===== src/rtl/riscv_mem_arbiter_if.sv =====
// Bundle for the fetch port, data port and shared memory port of riscv_mem_arbiter.
// master: the arbiter's view; slave: the requesters' and memory's view.
interface riscv_mem_arbiter_if;
  logic        if_req;
  logic [29:0] if_addr;
  logic        if_gnt;
  logic        if_rvalid;
  logic [31:0] if_rdata;

  logic        dm_req;
  logic        dm_we;
  logic [29:0] dm_addr;
  logic [31:0] dm_wdata;
  logic [3:0]  dm_wstrb;
  logic        dm_gnt;
  logic        dm_rvalid;
  logic [31:0] dm_rdata;

  logic        mem_req;
  logic        mem_we;
  logic [29:0] mem_addr;
  logic [31:0] mem_wdata;
  logic [3:0]  mem_wstrb;
  logic        mem_ready;
  logic        mem_rvalid;
  logic [31:0] mem_rdata;

  modport master (
    input  if_req, if_addr, dm_req, dm_we, dm_addr, dm_wdata, dm_wstrb,
    input  mem_ready, mem_rvalid, mem_rdata,
    output if_gnt, if_rvalid, if_rdata, dm_gnt, dm_rvalid, dm_rdata,
    output mem_req, mem_we, mem_addr, mem_wdata, mem_wstrb
  );

  modport slave (
    output if_req, if_addr, dm_req, dm_we, dm_addr, dm_wdata, dm_wstrb,
    output mem_ready, mem_rvalid, mem_rdata,
    input  if_gnt, if_rvalid, if_rdata, dm_gnt, dm_rvalid, dm_rdata,
    input  mem_req, mem_we, mem_addr, mem_wdata, mem_wstrb
  );
endinterface


===== src/rtl/riscv_mem_arbiter.sv =====
// Two-port (fetch/data) arbiter onto a single memory port, one transaction in flight,
// data-first priority with fetch starvation guard and a sticky response timeout.
module riscv_mem_arbiter #(
  parameter int unsigned STARVE_LIMIT = 4,
  parameter int unsigned TIMEOUT      = 64
) (
  input  logic                       clk,
  input  logic                       rst_b,
  riscv_mem_arbiter_if.master        bus,
  output logic                       err
);

  localparam int unsigned StarveW = $clog2(STARVE_LIMIT + 1);
  localparam int unsigned TmoW    = $clog2(TIMEOUT + 1);

  typedef enum logic [1:0] {StIdle, StReq, StResp} state_e;

  state_e              state_q, state_d;
  logic                owner_dm_q, owner_dm_d;
  logic [29:0]         addr_q, addr_d;
  logic                we_q, we_d;
  logic [31:0]         wdata_q, wdata_d;
  logic [3:0]          wstrb_q, wstrb_d;
  logic [StarveW-1:0]  starve_cnt_q, starve_cnt_d;
  logic [TmoW-1:0]     tmo_cnt_q, tmo_cnt_d;
  logic                err_q, err_d;
  logic                if_rvalid_q, if_rvalid_d;
  logic                dm_rvalid_q, dm_rvalid_d;
  logic [31:0]         if_rdata_q, if_rdata_d;
  logic [31:0]         dm_rdata_q, dm_rdata_d;

  logic grant_dm, grant_if, starved;

  // Fetch overrides data priority once it has waited out STARVE_LIMIT data grants.
  assign starved  = bus.if_req && (starve_cnt_q == StarveW'(STARVE_LIMIT));
  assign grant_dm = bus.dm_req && !starved;
  assign grant_if = bus.if_req && !grant_dm;

  always_ff @(posedge clk or negedge rst_b) begin
    if (!rst_b) begin
      state_q      <= StIdle;
      owner_dm_q   <= 1'b0;
      addr_q       <= '0;
      we_q         <= 1'b0;
      wdata_q      <= '0;
      wstrb_q      <= '0;
      starve_cnt_q <= '0;
      tmo_cnt_q    <= '0;
      err_q        <= 1'b0;
      if_rvalid_q  <= 1'b0;
      dm_rvalid_q  <= 1'b0;
      if_rdata_q   <= '0;
      dm_rdata_q   <= '0;
    end else begin
      state_q      <= state_d;
      owner_dm_q   <= owner_dm_d;
      addr_q       <= addr_d;
      we_q         <= we_d;
      wdata_q      <= wdata_d;
      wstrb_q      <= wstrb_d;
      starve_cnt_q <= starve_cnt_d;
      tmo_cnt_q    <= tmo_cnt_d;
      err_q        <= err_d;
      if_rvalid_q  <= if_rvalid_d;
      dm_rvalid_q  <= dm_rvalid_d;
      if_rdata_q   <= if_rdata_d;
      dm_rdata_q   <= dm_rdata_d;
    end
  end

  always_comb begin
    state_d      = state_q;
    owner_dm_d   = owner_dm_q;
    addr_d       = addr_q;
    we_d         = we_q;
    wdata_d      = wdata_q;
    wstrb_d      = wstrb_q;
    starve_cnt_d = starve_cnt_q;
    tmo_cnt_d    = tmo_cnt_q;
    err_d        = err_q;
    if_rvalid_d  = 1'b0;
    dm_rvalid_d  = 1'b0;
    if_rdata_d   = if_rdata_q;
    dm_rdata_d   = dm_rdata_q;

    unique case (state_q)
      StIdle: begin
        if (grant_dm) begin
          state_d    = StReq;
          owner_dm_d = 1'b1;
          addr_d     = bus.dm_addr;
          we_d       = bus.dm_we;
          wdata_d    = bus.dm_wdata;
          wstrb_d    = bus.dm_wstrb;
          if (!bus.if_req) begin
            starve_cnt_d = '0;
          end else if (starve_cnt_q != StarveW'(STARVE_LIMIT)) begin
            starve_cnt_d = starve_cnt_q + 1'b1;
          end
        end else if (grant_if) begin
          state_d      = StReq;
          owner_dm_d   = 1'b0;
          addr_d       = bus.if_addr;
          we_d         = 1'b0;
          wdata_d      = '0;
          wstrb_d      = '0;
          starve_cnt_d = '0;
        end
      end
      StReq: begin
        if (bus.mem_ready) begin
          state_d   = StResp;
          tmo_cnt_d = '0;
        end
      end
      StResp: begin
        if (bus.mem_rvalid || (tmo_cnt_q == TmoW'(TIMEOUT - 1))) begin
          // A timed-out transaction completes to its owner with zero data.
          state_d = StIdle;
          err_d   = err_q || !bus.mem_rvalid;
          if (owner_dm_q) begin
            dm_rvalid_d = 1'b1;
            dm_rdata_d  = bus.mem_rvalid ? bus.mem_rdata : 32'h0;
          end else begin
            if_rvalid_d = 1'b1;
            if_rdata_d  = bus.mem_rvalid ? bus.mem_rdata : 32'h0;
          end
        end else begin
          tmo_cnt_d = tmo_cnt_q + 1'b1;
        end
      end
      default: state_d = StIdle;
    endcase
  end

  always_comb begin
    // Grants are combinational, so they are gated by reset explicitly.
    bus.if_gnt    = rst_b && (state_q == StIdle) && grant_if;
    bus.dm_gnt    = rst_b && (state_q == StIdle) && grant_dm;
    bus.mem_req   = (state_q == StReq);
    bus.mem_we    = we_q;
    bus.mem_addr  = addr_q;
    bus.mem_wdata = wdata_q;
    bus.mem_wstrb = wstrb_q;
    bus.if_rvalid = if_rvalid_q;
    bus.if_rdata  = if_rdata_q;
    bus.dm_rvalid = dm_rvalid_q;
    bus.dm_rdata  = dm_rdata_q;
    err           = err_q;
  end

endmodule


===== src/flat_wrapper.sv =====
// flat-port wrapper written by rule: the top's interface ports become plain ports
module riscv_mem_arbiter_flat 
#(
  parameter int unsigned STARVE_LIMIT = 4,
  parameter int unsigned TIMEOUT      = 64
)
  (clk, rst_b, err, bus_if_req, bus_if_addr, bus_dm_req, bus_dm_we, bus_dm_addr, bus_dm_wdata, bus_dm_wstrb, bus_mem_ready, bus_mem_rvalid, bus_mem_rdata, bus_if_gnt, bus_if_rvalid, bus_if_rdata, bus_dm_gnt, bus_dm_rvalid, bus_dm_rdata, bus_mem_req, bus_mem_we, bus_mem_addr, bus_mem_wdata, bus_mem_wstrb);
  riscv_mem_arbiter_if bus_i ();
  input  logic clk;
  input  logic rst_b;
  output logic err;
  input wire logic [$bits(bus_i.if_req)-1:0] bus_if_req;
  input wire logic [$bits(bus_i.if_addr)-1:0] bus_if_addr;
  input wire logic [$bits(bus_i.dm_req)-1:0] bus_dm_req;
  input wire logic [$bits(bus_i.dm_we)-1:0] bus_dm_we;
  input wire logic [$bits(bus_i.dm_addr)-1:0] bus_dm_addr;
  input wire logic [$bits(bus_i.dm_wdata)-1:0] bus_dm_wdata;
  input wire logic [$bits(bus_i.dm_wstrb)-1:0] bus_dm_wstrb;
  input wire logic [$bits(bus_i.mem_ready)-1:0] bus_mem_ready;
  input wire logic [$bits(bus_i.mem_rvalid)-1:0] bus_mem_rvalid;
  input wire logic [$bits(bus_i.mem_rdata)-1:0] bus_mem_rdata;
  output wire logic [$bits(bus_i.if_gnt)-1:0] bus_if_gnt;
  output wire logic [$bits(bus_i.if_rvalid)-1:0] bus_if_rvalid;
  output wire logic [$bits(bus_i.if_rdata)-1:0] bus_if_rdata;
  output wire logic [$bits(bus_i.dm_gnt)-1:0] bus_dm_gnt;
  output wire logic [$bits(bus_i.dm_rvalid)-1:0] bus_dm_rvalid;
  output wire logic [$bits(bus_i.dm_rdata)-1:0] bus_dm_rdata;
  output wire logic [$bits(bus_i.mem_req)-1:0] bus_mem_req;
  output wire logic [$bits(bus_i.mem_we)-1:0] bus_mem_we;
  output wire logic [$bits(bus_i.mem_addr)-1:0] bus_mem_addr;
  output wire logic [$bits(bus_i.mem_wdata)-1:0] bus_mem_wdata;
  output wire logic [$bits(bus_i.mem_wstrb)-1:0] bus_mem_wstrb;
  assign bus_i.if_req = bus_if_req;
  assign bus_i.if_addr = bus_if_addr;
  assign bus_i.dm_req = bus_dm_req;
  assign bus_i.dm_we = bus_dm_we;
  assign bus_i.dm_addr = bus_dm_addr;
  assign bus_i.dm_wdata = bus_dm_wdata;
  assign bus_i.dm_wstrb = bus_dm_wstrb;
  assign bus_i.mem_ready = bus_mem_ready;
  assign bus_i.mem_rvalid = bus_mem_rvalid;
  assign bus_i.mem_rdata = bus_mem_rdata;
  assign bus_if_gnt = bus_i.if_gnt;
  assign bus_if_rvalid = bus_i.if_rvalid;
  assign bus_if_rdata = bus_i.if_rdata;
  assign bus_dm_gnt = bus_i.dm_gnt;
  assign bus_dm_rvalid = bus_i.dm_rvalid;
  assign bus_dm_rdata = bus_i.dm_rdata;
  assign bus_mem_req = bus_i.mem_req;
  assign bus_mem_we = bus_i.mem_we;
  assign bus_mem_addr = bus_i.mem_addr;
  assign bus_mem_wdata = bus_i.mem_wdata;
  assign bus_mem_wstrb = bus_i.mem_wstrb;
  riscv_mem_arbiter #(.STARVE_LIMIT(STARVE_LIMIT), .TIMEOUT(TIMEOUT)) u_core (.clk(clk), .rst_b(rst_b), .bus(bus_i), .err(err));
endmodule

===== config.mk =====
export PLATFORM = sky130hd
export DESIGN_NAME = riscv_mem_arbiter_flat
export DESIGN_NICKNAME = d
export VERILOG_FILES = /design/src/rtl/riscv_mem_arbiter_if.sv /design/src/rtl/riscv_mem_arbiter.sv /design/src/flat_wrapper.sv
export SDC_FILE = /design/constraint.sdc
export NUM_CORES = 1
export LEC_CHECK = 0
export CAP_MARGIN = 20
export CORE_ASPECT_RATIO = 0.9
export CORE_MARGIN = 1.5
export CORE_UTILIZATION = 38
export CTS_BUF_LIST = sky130_fd_sc_hd__clkbuf_8
export CTS_CLUSTER_DIAMETER = 80
export CTS_CLUSTER_SIZE = 8
export DETAILED_ROUTE_END_ITERATION = 10
export HOLD_SLACK_MARGIN = 0.06
export PLACE_DENSITY = 0.75
export SLEW_MARGIN = 10
export SYNTH_ARGS = -nofsm -noshare
export SYNTH_HDL_FRONTEND = slang
export SYNTH_SLANG_ARGS = --single-unit

===== constraint.sdc =====
create_clock -name clk -period 2.1 [get_ports clk]
set_clock_uncertainty 0.15 [all_clocks]
set_input_delay 0.315 -clock clk [delete_from_list [all_inputs] [get_ports clk]]
set_output_delay 0.315 -clock clk [all_outputs]
set_load 0.02 [all_outputs]

======== Word-level counts from Yosys, hierarchy flattened ========
Cells that the tools add are included.
word-level totals
  word-level logic and storage cells ...... 75
  bits in registers ....................... 147
operators by class
  reductions and logical operators ........ 21
  add/sub/neg operators ................... 2
  muxes and demuxes ....................... 28
  equality and inequality tests ........... 10
  bitwise gates (word level) .............. 1
operator list
  operator                                                          count
  32-bit 2-to-1 mux                                                 3
  30-bit 2-to-1 mux                                                 2
  3-bit AND reduction                                               5
  7-bit 2-to-1 mux                                                  2
  7-bit case mux with 2 select lines                                1
  3-bit 2-to-1 mux                                                  4
  1-bit 2-to-1 mux                                                  9
  2-bit 2-to-1 mux                                                  4
  4-bit 2-to-1 mux                                                  2
  7-bit by 1-bit adder with 7-bit output (second input constant)    1
  7-bit by 6-bit == test with 1-bit output (second input constant)  1
  1-bit logical AND                                                 6
  3-bit != test (second input constant)                             2
  2-bit case mux with 3 select lines                                1
  2-bit != test (second input constant)                             2
  2-bit AND reduction                                               2
  2-bit nonzero test                                                2
  3-bit by 1-bit adder with 3-bit output (second input constant)    1
  3-bit == test (second input constant)                             1
  1-bit logical NOT                                                 3
  3-bit by 1-bit != test with 1-bit output (second input constant)  1
  2-bit by 1-bit == test with 1-bit output (second input constant)  1
  2-bit == test (second input constant)                             1
  2-bit logical NOT                                                 1
  other kinds (3)                                                   4

======== Logic depth before layout (Yosys ltp) ========
Gate-level depths: netlist of the first run.
  depth in word-level cells ............... 9
  mapped depth ............................ 7
  gate-level depth less buffers ........... 6

======== Worst setup path after synthesis of the first run ========
No wires, ideal clock.
  kind .................................... register to register
  start ................................... register u_core.tmo_cnt_q[0]
  end ..................................... register u_core.if_rdata_q[22], in the netlist u_core.bus.if_rdata[22]
  setup slack ............................. 41 ps
  arrival ................................. 1788 ps
  setup time .............................. 121 ps
  cell stages (with the launch flop) ...... 8
  buffers on the path ..................... 2
  cells stage by stage .................... dfrtp_1 ha_1 nand3_2 o31a_1 or3_1 buf_2 buf_6 a22o_1
on the way
  longest elaborated chain between the ends .. 3
ends and longest elaborated chain
  element                                   RTL line                  text
  start: declaration                        riscv_mem_arbiter.sv:25   logic [TmoW-1:0] tmo_cnt_q, tmo_cnt_d;
  start signal: assignment                  riscv_mem_arbiter.sv:62   tmo_cnt_q <= tmo_cnt_d;
  7-bit by 6-bit == test with 1-bit output  riscv_mem_arbiter.sv:117  if (bus.mem_rvalid || (tmo_cnt_q == TmoW'(TIMEOUT - 1))) begin
  1-bit logical OR                          riscv_mem_arbiter.sv:117
  3-bit AND reduction (no line)             -
  end signal: assignment                    riscv_mem_arbiter.sv:66   if_rdata_q <= if_rdata_d;
  end: declaration                          riscv_mem_arbiter.sv:29   logic [31:0] if_rdata_q, if_rdata_d;
No other way between the ends.
A chain may end at the register's enable or synchronous reset.

======== Worst setup path after layout of the first run ========
  start ................................... register u_core.tmo_cnt_q[1]
  end ..................................... register u_core.if_rdata_q[4], in the netlist u_core.bus.if_rdata[4]
Same word-level chain as after synthesis.

==> results.json, run 1 <==
{
  "power_leakage_nw": 4.16,
  "clock_latency_ns": 0.45,
  "grt_pass1_wl_um": 27100,
  "placed_cell_area_um2": 8930,
  "num_vias": 5124,
  "maxSlewViolCount": 0,
  "port_buffers": 271,
  "worst_pin_slew_ns": 0.772,
  "drtIter0Drc": 225,
  "highest_layer": "met5",
  "final_nets": 943,
  "synth-seq-cells": 147,
  "holdWs_ns": 0.258,
  "pin_count": 272,
  "min_path_type": "input pin to flip-flop",
  "ys.warnings.count": 0,
  "cts_made_buffers": 17,
  "end_kind": "flip-flop",
  "period_share_pct": 99.1,
  "synth_cell_type_count": 33,
  "wl_met1_um": 7110,
  "hold_viol": 0,
  "rows": 42,
  "cp_data_required_time_ns": 2.29,
  "rsz0062_at_grt": "yes",
  "power_density_nw_per_um2": 1440,
  "coreArea_um2": 14900,
  "maxCapViolations": 0,
  "initial_core_util_pct": 39.4,
  "tritoncts": "done",
  "synthTopCellsByArea": "dfrtp_1, a22o_1, nand2_1",
  "finalWeightedCongestion": 0.827,
  "die_h_um": 121,
  "wl_met3_um": 1600,
  "fp.dieW_um": 134,
  "final_antenna_net_count": 0,
  "grt_max_degree": 148,
  "cts_max_path_buffers": 2,
  "die-area_um2": 16200,
  "track_usage_pct": 21.8,
  "dpl.hpwl_um": 12200,
  "final-setup-viol-count": 0,
  "arrival_ns": 2.27,
  "synth_fp_nets": 661,
  "drt-pass1-iter-count": 4,
  "wl_met2_um": 8350,
  "ys_seq_area_share_pct": 62.8,
  "htreeDepth": 4,
  "antenna_found_initial": 1,
  "cts-root-buf": "clkbuf_8",
  "syn_inst": 523,
  "vdd_drop_max_uv": 726,
  "crit_path_start_kind": "flip-flop",
  "grt_pass1_vias": 5180,
  "yosysTopAreaCell": "dfrtp_1",
  "status": "complete, no violations",
  "syn_area_per_cell_um2": 11.2,
  "period_needed_ns": 2.08,
  "antenna_cells": 0,
  "viasPerCell": 5.04,
  "relSlewSlack_pct": 48.5,
  "clkTransAtPathRegs_ns": 0.08,
  "post-synth-top-area-fraction_pct": 62.8,
  "syn_area_um2": 5860,
  "tns_ns": 0,
  "drive_gt1_share_pct": 9.17,
  "stdcell_area_um2": 9460,
  "post-route-util_pct": 63.6,
  "cts.sinks": 147,
  "area_growth_pct": 61.5,
  "path_class": "flip-flop to flip-flop",
  "grt_overflow": 0,
  "fmax_ghz": 0.481,
  "drcViolationCount": 0,
  "routed_wl_um": 17400,
  "crit_fanout": 16,
  "wl_per_cell_um": 17.1
}
-- worst paths after layout --
kind	startpoint	end	slack, ns	depth (start not counted)
hold / removal	bus_dm_wdata[2]	u_core.bus.mem_wdata[2]$_DFFE_PN0P_	0.26	3
setup reg to reg	u_core.tmo_cnt_q[1]$_DFFE_PN0P_	u_core.bus.if_rdata[4]$_DFFE_PN0P_	0.02	6
setup / recovery	u_core.tmo_cnt_q[1]$_DFFE_PN0P_	u_core.bus.if_rdata[4]$_DFFE_PN0P_	0.02	6
hold reg to reg	u_core.err$_DFFE_PN0P_	u_core.err$_DFFE_PN0P_	0.32	1
min in group asynchronous	rst_b	u_core.bus.mem_wdata[6]$_DFFE_PN0P_	0.48	3
max in group asynchronous	rst_b	u_core.bus.mem_wdata[28]$_DFFE_PN0P_	0.75	3
-- cell type report --
| class | count | area [µm²] |
|---|---|---|
| inverters | 8 | 30.0 |
| well taps | 198 | 248 |
| repair buffers | 301 | 3050 |
| clock inverters | 12 | 144 |
| multi-input cells | 330 | 2030 |
| clock buffers | 20 | 275 |
| flip-flops and latches | 147 | 3680 |
| fillers | 1145 | 5420 |
-- routing by layer --
metal,global-route usage (%),up-vias
li1,-,2392
met5,0,-
met4,7.68,2
met2,35.7,224
met3,9.22,26
met1,25.6,2480
-- cell usage in the layout (no fill, tap or decap), types with 2 or more instances in the layout --
master / count
clkdlybuf4s50_1: 267
dfrtp_1: 147
nand2_1: 113
o21ai_0: 71
a22o_1: 64
mux2i_1: 31
buf_4: 21
clkbuf_8: 20
buf_12: 7
nor2_1: 6
a21oi_1: 6
nor2b_1: 4
nand3_1: 4
inv_1: 4
o2bb2ai_1: 4
nor3_1: 4
inv_6: 4
inv_2: 3
clkinv_4: 3
clkinvlp_4: 3
buf_6: 3
a21o_1: 2
ha_1: 2
bufinv_16: 2
-- critical path, cell delays in order, from the launching register on --
cell       delay (ns)
dfrtp_1          0.38
ha_1             0.19
nand3_2          0.10
o31a_1           0.33
or3_4            0.38
clkbuf_16        0.20
a22o_1           0.24
-- cells in the mapped netlist --
library cell / number
o31ai_1: 1
nor2_1: 7
buf_1: 1
o22ai_1: 1
nand3_1: 5
and3_1: 1
nor2b_1: 4
clkbuf_1: 30
o31a_1: 1
dfrtp_1: 147
ha_1: 3
o211ai_1: 1
or3_1: 2
buf_2: 4
a21oi_1: 6
o2bb2ai_1: 4
o21ai_1: 1
nand2b_1: 1
o21ai_0: 71
mux2i_1: 31
inv_2: 1
a32o_1: 1
a21o_1: 2
nor3_1: 5
clkinv_1: 1
a21boi_0: 1
and4_1: 1
buf_6: 3
nand2_1: 114
o21a_1: 1
a22o_1: 64
inv_1: 6
nand3_2: 1
-- where the power goes --
| group | total, W | switching [W] | internal (W) |
|---|---|---|---|
| Combinational | 0.00660 | 0.00337 | 0.00323 |
| Clock | 0.00227 | 0.00110 | 0.00117 |
| Sequential | 0.00472 | 0.000700 | 0.00402 |
-- sequential cells by signal, summed over array words and instances, names as in the netlist, 2 cells and up --
register	flops
u_core.tmo_cnt_q	7
u_core.bus.dm_rdata	32
u_core.bus.mem_wdata	32
u_core.bus.mem_addr	30
u_core.starve_cnt_q	3
u_core.state_q	2
u_core.bus.mem_wstrb	4
u_core.bus.if_rdata	32
-- logic make-up (layout without fill, tap and decap cells) --
logic type | count (synthesis) | in the layout | synth area share (%)
buffers and inverters | 46 | 341 | 3.42
AO/OA/AOI/OAI | 155 | 155 | 18.0
adder cells (fa/ha/maj) | 3 | 3 | 0.641
AND/OR/NAND/NOR | 141 | 141 | 9.79
flip-flops | 147 | 147 | 62.8
multiplexers | 31 | 31 | 5.30
-- stage by stage --
step                setup slack, ns  total power (W)  instances
global route                -0.0398           0.0144       1016
detailed placement           -0.208           0.0113        978
floorplan                    0.0412          0.00785        523
global placement             -0.160           0.0111        978
finish                       0.0189           0.0136       1016
CTS                         0.00678           0.0136       1013
-- repair_timing --
item / 4_1_cts / 5_1_grt
gates resized for setup: 14 / 8
endpoints found under the hold margin: 147 / 0
pin swaps: 3 / 2
buffers inserted: 2 / 2
setup endpoints to repair: 3 / 7
cloned: 0 / 1
hold buffers: 1 / 0
(Power assumes the default switching activity.)
==> inputs of run 2 (changes only) <==
- ABC_CLOCK_PERIOD_IN_PS: not set -> 2100
==> results of run 2 <==
Same layout as run 1: the final DEF is identical, and so are final timing and power.
==> inputs of run 3 (changes only) <==
- CELL_PAD_IN_SITES_DETAIL_PLACEMENT: not set -> 2
- CELL_PAD_IN_SITES_GLOBAL_PLACEMENT: not set -> 2
- CORE_UTILIZATION: 38 -> 22
- CTS_BUF_LIST: sky130_fd_sc_hd__clkbuf_8 -> sky130_fd_sc_hd__clkbuf_16
- PLACE_DENSITY: 0.75 -> 0.73
==> results.json, run 3 (same netlist as run 1, synthesis figures left out) <==
{
  "initial_core_util_pct": 22.4,
  "status": "complete, no violations",
  "drive_gt1_share_pct": 8.92,
  "crit_fanout": 3,
  "tritoncts": "done",
  "area_growth_pct": 67.9,
  "crit_path_cell_trace": "inv_2, ha_1, nand3_2, nand2_2, buf_4, nor2_2, buf_6",
  "period_share_pct": 95.9,
  "stdcell_count": 1167,
  "maxCapViolations": 0,
  "pin_count": 272,
  "track_usage_pct": 15.4,
  "placed_cell_area_um2": 9170,
  "cp_data_required_time_ns": 1.63,
  "cts_max_path_buffers": 2,
  "grt_max_degree": 148,
  "r2r_slack_ns": 0.10,
  "final_common_cell": "clkdlybuf4s50_1",
  "coreArea_um2": 26100,
  "rsz0062_at_grt": "no",
  "vdd_drop_max_uv": 462,
  "cts.sinks": 147,
  "viasPerCell": 4.48,
  "port_buffers": 271,
  "min_path_type": "input pin to flip-flop",
  "drtIter0Drc": 168,
  "crit_path_start_kind": "flip-flop",
  "most-common-layout-cells": "clkdlybuf4s50_1, dfrtp_1, nand2_1",
  "worst_pin_slew_ns": 0.827,
  "end_kind": "primary output",
  "arrival_ns": 1.55,
  "antenna_found_initial": 1,
  "clock_latency_ns": 0.41,
  "maxSlewViolCount": 0,
  "final-setup-viol-count": 0,
  "slowest_delay_ns": 0.36,
  "holdWs_ns": 0.292,
  "wl_per_cell_um": 18.1,
  "clkTransAtPathRegs_ns": 0.07,
  "r2r_start": "u_core.tmo_cnt_q[1]$_DFFE_PN0P_",
  "grt_pass1_vias": 5765,
  "drt-pass1-iter-count": 4,
  "hold_viol": 0,
  "hold_start": "bus_dm_wdata[9]",
  "grt_overflow": 0,
  "relSlewSlack_pct": 44.9,
  "power_density_nw_per_um2": 1490,
  "power_leakage_nw": 4.25,
  "fp.dieW_um": 175,
  "stdcell_area_um2": 9830,
  "finalWeightedCongestion": 0.711,
  "dpl.hpwl_um": 14600,
  "die-area_um2": 27600,
  "rows": 56,
  "fmax_ghz": 0.496,
  "final_antenna_net_count": 0,
  "path_class": "flip-flop to primary output",
  "cts-root-buf": "clkbuf_16",
  "num_vias": 5223,
  "cts_made_buffers": 17,
  "grt_pass1_wl_um": 32700,
  "reg2regPathDepth": 6,
  "dp_cells": 1131,
  "final_nets": 943,
  "htreeDepth": 4,
  "r2r_end": "u_core.bus.if_rdata[28]$_DFFE_PN0P_",
  "period_needed_ns": 2.01,
  "die_h_um": 158,
  "routed_wl_um": 21100,
  "critical_path.endpoint": "bus_dm_gnt",
  "startpoint": "u_core.starve_cnt_q[0]$_DFFE_PN0P_",
  "drcViolationCount": 0,
  "cpMaxStageDelayCell": "dfrtp_1"
}
==> run 3: per-stage QoR <==
stage	worst slack, ns	setup TNS [ns]	total power [W]	utilization, %
2_1_floorplan	0.0412	0	0.00785	-
3_3_place_gp	-0.182	-0.870	0.0113	35.1
3_5_place_dp	-0.271	-3.71	0.0115	35.1
4_1_cts	0.00203	0	0.0149	37.5
5_1_grt	0.00434	0	0.0156	37.6
6_report	0.0857	0	0.0147	37.6
==> run 3: area by class of cell <==
cell class	count	area (µm²)
Clock inverter	15	196
Sequential cell	147	3680
Clock buffer	17	425
Multi-Input combinational cell	330	2010
Inverter	8	30.0
Antenna cell	1	2.50
Tap cell	348	435
Timing Repair Buffer	301	3050
Fill cell	2735	16300
==> run 3: worst min path at each step <==
stage	cells after the start	to	slack, ns
floorplan	0	u_core.bus.dm_rdata[0]$_DFFE_PN0P_	-0.13
global placement	1	u_core.err$_DFFE_PN0P_	0.29
detailed placement	1	u_core.err$_DFFE_PN0P_	0.30
CTS	3	u_core.bus.mem_wdata[9]$_DFFE_PN0P_	0.26
global route	3	u_core.bus.mem_wdata[10]$_DFFE_PN0P_	0.30
finish	3	u_core.bus.mem_wdata[9]$_DFFE_PN0P_	0.29
==> run 3: timing repair <==
action | 4_1_cts | 5_1_grt
setup endpoints to repair | 3 | 34
hold buffers | 1 | 0
pin swaps | 1 | 1
gates resized for setup | 12 | 5
hold endpoints to repair | 147 | 0
setup buffers | 0 | 2
==> run 3: critical path, delay by kind of cell (launching register included) <==
| kind | cells | cell delay (ns) |
|---|---|---|
| buffers and inverters | 3 | 0.32 |
| flip-flops | 1 | 0.36 |
| adder cells (fa/ha/maj) | 1 | 0.20 |
| AND/OR/NAND/NOR | 3 | 0.27 |
==> run 3: report_power, final <==
part           leakage, nW  internal [W]  switching (W)
Sequential            1.88       0.00403       0.000698
Combinational         2.07       0.00323        0.00345
Clock                0.306       0.00191        0.00135
Total                 4.25       0.00917        0.00550
==> run 3: routing by layer <==
metal	part of all wire (%)	track usage (%)	routed length (µm)
met1	42	18.6	8920
met2	48	24.9	10000
met3	9.5	7.04	2010
met4	0.64	3.62	135
met5	0	0	0
